File: src/rtl/i2s_rx_deserializer.sv
// I2S slave receiver: oversamples bclk/lrclk/sdata on clk and deserializes them into
// stereo signed samples, with a one-clk strobe per complete left+right frame.
module i2s_rx_deserializer #(
  parameter int WIDTH       = 24,
  parameter int SYNC_STAGES = 2,
  parameter int CNT_W       = 6
) (
  input  logic                    clk,
  input  logic                    rst_n,
  input  logic                    enable,
  input  logic                    i2s_bclk,
  input  logic                    i2s_lrclk,
  input  logic                    i2s_sdata,
  output logic signed [WIDTH-1:0] left_out,
  output logic signed [WIDTH-1:0] right_out,
  output logic                    sample_valid,
  output logic                    frame_err
);

  localparam logic [CNT_W-1:0] CNT_FULL = CNT_W'(WIDTH);
  localparam logic [CNT_W-1:0] CNT_MAX  = '1;

  logic [SYNC_STAGES-1:0] bclk_sync;
  logic [SYNC_STAGES-1:0] ws_sync;
  logic [SYNC_STAGES-1:0] sd_sync;
  logic                   bclk_d;
  logic                   rise;
  logic                   rise_q;
  logic                   ws_q;
  logic                   sd_q;

  logic [CNT_W-1:0] cnt_reg, cnt_next, cnt_acc;
  logic [WIDTH-1:0] shreg_reg, shreg_next, shreg_acc;
  logic [WIDTH-1:0] lbuf_reg, lbuf_next;
  logic             lbuf_valid_reg, lbuf_valid_next;
  logic             armed_reg, armed_next;
  logic             ws_prev_reg, ws_prev_next;
  logic [WIDTH-1:0] left_next, right_next;
  logic             valid_next, err_next;

  assign rise = bclk_sync[SYNC_STAGES-1] & ~bclk_d;

  // Edge detect is registered together with ws/sd so all three stay coherent.
  always_ff @(posedge clk or negedge rst_n) begin
    if (!rst_n) begin
      bclk_sync <= '0;
      ws_sync   <= '0;
      sd_sync   <= '0;
      bclk_d    <= 1'b0;
      rise_q    <= 1'b0;
      ws_q      <= 1'b0;
      sd_q      <= 1'b0;
    end else begin
      bclk_sync <= {bclk_sync[SYNC_STAGES-2:0], i2s_bclk};
      ws_sync   <= {ws_sync[SYNC_STAGES-2:0], i2s_lrclk};
      sd_sync   <= {sd_sync[SYNC_STAGES-2:0], i2s_sdata};
      bclk_d    <= bclk_sync[SYNC_STAGES-1];
      rise_q    <= rise;
      ws_q      <= ws_sync[SYNC_STAGES-1];
      sd_q      <= sd_sync[SYNC_STAGES-1];
    end
  end

  always_comb begin
    cnt_next        = cnt_reg;
    shreg_next      = shreg_reg;
    cnt_acc         = cnt_reg;
    shreg_acc       = shreg_reg;
    lbuf_next       = lbuf_reg;
    lbuf_valid_next = lbuf_valid_reg;
    armed_next      = armed_reg;
    ws_prev_next    = ws_prev_reg;
    left_next       = left_out;
    right_next      = right_out;
    valid_next      = 1'b0;
    err_next        = 1'b0;

    if (!enable) begin
      armed_next      = 1'b0;
      cnt_next        = '0;
      shreg_next      = '0;
      lbuf_valid_next = 1'b0;
      // Track ws while idle so re-enabling mid-slot does not look like a slot edge.
      if (rise_q) ws_prev_next = ws_q;
    end else if (rise_q) begin
      if (armed_reg) begin
        if (cnt_reg < CNT_FULL) shreg_acc = {shreg_reg[WIDTH-2:0], sd_q};
        if (cnt_reg != CNT_MAX) cnt_acc = cnt_reg + CNT_W'(1);
      end
      cnt_next   = cnt_acc;
      shreg_next = shreg_acc;

      if (ws_q != ws_prev_reg) begin
        if (!armed_reg) begin
          armed_next = 1'b1;
        end else if (cnt_acc >= CNT_FULL) begin
          if (!ws_prev_reg) begin
            lbuf_next       = shreg_acc;
            lbuf_valid_next = 1'b1;
          end else if (lbuf_valid_reg) begin
            left_next       = lbuf_reg;
            right_next      = shreg_acc;
            valid_next      = 1'b1;
            lbuf_valid_next = 1'b0;
          end else begin
            err_next = 1'b1;
          end
        end else begin
          err_next = 1'b1;
          if (!ws_prev_reg) lbuf_valid_next = 1'b0;
        end
        cnt_next     = '0;
        shreg_next   = '0;
        ws_prev_next = ws_q;
      end
    end
  end

  always_ff @(posedge clk or negedge rst_n) begin
    if (!rst_n) begin
      cnt_reg        <= '0;
      shreg_reg      <= '0;
      lbuf_reg       <= '0;
      lbuf_valid_reg <= 1'b0;
      armed_reg      <= 1'b0;
      ws_prev_reg    <= 1'b0;
      left_out       <= '0;
      right_out      <= '0;
      sample_valid   <= 1'b0;
      frame_err      <= 1'b0;
    end else begin
      cnt_reg        <= cnt_next;
      shreg_reg      <= shreg_next;
      lbuf_reg       <= lbuf_next;
      lbuf_valid_reg <= lbuf_valid_next;
      armed_reg      <= armed_next;
      ws_prev_reg    <= ws_prev_next;
      left_out       <= left_next;
      right_out      <= right_next;
      sample_valid   <= valid_next;
      frame_err      <= err_next;
    end
  end

endmodule
File: config.mk
export PLATFORM = sky130hd
export DESIGN_NAME = i2s_rx_deserializer
export DESIGN_NICKNAME = d
export VERILOG_FILES = /design/src/rtl/i2s_rx_deserializer.sv
export SDC_FILE = /design/constraint.sdc
export NUM_CORES = 1
export LEC_CHECK = 0
export BUFFER_PORTS_ARGS = -buffer_cell sky130_fd_sc_hd__buf_4
export CORE_AREA = 2 2 99 101
export DETAILED_ROUTE_END_ITERATION = 8
export DIE_AREA = 0 0 101 103
export GPL_TIMING_DRIVEN = 0
export PLACE_DENSITY = 0.84
export REMOVE_ABC_BUFFERS = 1
export SYNTH_ARGS = -nofsm -noshare
export SYNTH_HDL_FRONTEND = slang
export SYNTH_SLANG_ARGS = --single-unit
File: constraint.sdc
create_clock -name clk -period 2.6 [get_ports clk]
set_clock_uncertainty 0.15 [all_clocks]
set_input_delay 0.26 -clock clk [delete_from_list [all_inputs] [get_ports clk]]
set_output_delay 0.26 -clock clk [all_outputs]
set_load 0.01 [all_outputs]
==> metrics.yaml <==
status: "finished clean"
grt.total_usage_pct: 18.4
drt_drc_violations_left: 0
setup_ws_ns: 0.0928
gp_congestion: 0.769
io_buffer_count: 55
drive_gt1_share_pct: 50.9
clock_latency_ns: 0.49
rows: 36
hp-class: "input port to asynchronous set/reset pin"
drt_wl_total_um: 9100
rsz0062_at_grt: "false"
max_slew_margin_pct: 41.9
crit_buf_inv: 2
ys.warnings.count: 0
area_growth_pct: 27.2
die_h_um: 103
p_leak_nw: 3.03
first_iter_violations: 108
cts_root_buffer: "clkbuf_8"
die_width_um: 101
netlist_top_cells_area: "dfrtp_1, mux2_2, a22o_1, buf_6, a2111oi_4"
cp_top_family: "compound AO/OA/AOI/OAI gates"
drv_cap: 0
fin_crit_sh_pct: 96.4
cp-start-kind: "flip-flop"
dp_hpwl_um: 5470
setup_violations: 0
n_antenna_cell: 0
antenna_found_initial: 0
min_period_ns: 2.51
routedWlPerCell_um: 17.5
first_pass_iters: 5
clockBufferDepth: 2
cts.sinks: 117
crit_path_end_kind: "flip-flop"
grt_pass1_vias: 2907
grt_first_pass_wirelength_um: 14600
pre_cts_slack_ns: -0.428
worstPathRequired_ns: 2.83
cp_data_arrival_time_ns: 2.73
die-area_um2: 10400
r2r_start: "cnt_reg[0]"
drtAntennaViolNets: 0
post-synth-top-count-cell: "dfrtp_1"
ys_top_cells_by_count: "dfrtp_1, mux2_2, a22o_1"
grt_max_degree: 118
post_synth_inst_count: 316
cts_tree: "built"
yosysSeqAreaShare_pct: 61.5
report.final.slew_viol_count: 0
vdd_ir_drop_max_mv: 0.421
worst_path_largest_cell_delay_ns: 0.54
fin_nets: 403
yosysTopAreaCell: "dfrtp_1"
vias: 2882
netlist_area_um2: 4760
path_clk_slew_ns: 0.05
crit_start: "cnt_reg[0]"
path_class: "flip-flop to flip-flop"
fill_cells: 703
synth_top_cell_area_share_pct: 61.5
htree_num_levels: 4
io_pins: 56
crit_fanout: 6
synth_ff_type: "dfrtp_1"
setup-tns-final_ns: 0
tightest_slew_ns: 0.870
hold_violations: 0
ys_types: 34
synth_edf_count: 0
cpMaxStageDelayCell: "a2111oi_4"
grt_remaining_overflow: 0
numCtsBuffers: 17
worstPathCellList: "ha_4 -> nand3_4 -> o21ai_2 -> o31ai_4 -> a2111oi_4 -> buf_4 -> buf_6 -> mux2_2"
core_area_um2: 9460
vias_per_cell: 5.53
ys_async_sr_fraction_pct: 100
max_freq_ghz: 0.399
ys_ff_latch: 117
hold_slack_ns: 0.0151
initial_core_util_pct: 50.3
syn_area_per_cell_um2: 15.1
power_density_nw_per_um2: 699
[power by group]
part | switching, W | leakage (nW) | internal (W) | total (W)
Clock | 0.000758 | 0.281 | 0.00147 | 0.00223
Combinational | 0.0000911 | 1.14 | 0.0000519 | 0.000143
Sequential | 0.0000195 | 1.61 | 0.00184 | 0.00186
Total | 0.000869 | 3.03 | 0.00336 | 0.00423
[layout by cell type (no fill, tap or decap), drive strengths merged, types with 5 or more instances in the layout]
master and count:
a21oi 7, a22o 24, buf 71, clkbuf 21, clkinv 6, dfrtp 117, dlygate4sd3 5, mux2 96
nand2 11, nand3 5, nor2 6
[layer usage]
metal	up-vias	GRT usage [%]	part of all wire (%)
met4	0	7.59	1.3
met3	11	4.27	3.7
met5	-	0	0
met2	67	30.7	51
met1	1483	23.4	43
li1	1321	-	-
[what timing repair did]
action,4_1_cts,5_1_grt
hold endpoints to repair,8,117
gates resized for setup,0,10
pin swaps,3,2
setup endpoints to repair,96,40
gates cloned,1,1
hold buffers,4,1
buffers inserted,4,4
[worst paths after layout]
kind / endpoint / slack [ns] / depth (start not counted)
min in group clk: ws_q / 0.19 / 0
min reg2reg: ws_q / 0.19 / 0
max in group asynchronous: left_out[4] / 1.56 / 3
max: lbuf_reg[23] / 0.09 / 8
max reg2reg: lbuf_reg[23] / 0.09 / 8
min: left_out[0] / 0.02 / 2
[logic make-up after synthesis]
kind of cell               Yosys count  synth area share [%]
DFF                                117                  61.5
muxes                               97                  22.9
AOI/OAI and AO/OA                   44                  8.31
and+or+nand+nor                     36                  3.81
buffers and inverters               18                  2.52
xor gates and xnor gates             2                 0.368
adders and majority gates            2                 0.526
[cell type report]
cell class | count | area [um^2] | share of cell area (%)
sequential | 117 | 2930 | 48.4
multi-input combinational | 182 | 1770 | 29.3
timing repair buffer | 76 | 631 | 10.4
clock buffer | 21 | 439 | 7.26
tap | 114 | 143 | 2.36
clock inverter | 10 | 131 | 2.17
inverter | 1 | 3.75 | 0.0620
[per-stage QoR]
stage	area, um^2	instances	utilization [%]	total power [W]
global route	6050	521	64.0	0.00438
detailed placement	5270	474	55.7	0.00200
CTS	5920	514	62.6	0.00425
global placement	5200	468	54.9	0.00200
finish	6050	521	64.0	0.00423
floorplan	4640	299	-	0.00194
No activity file was read; power rests on OpenSTA's default activity.
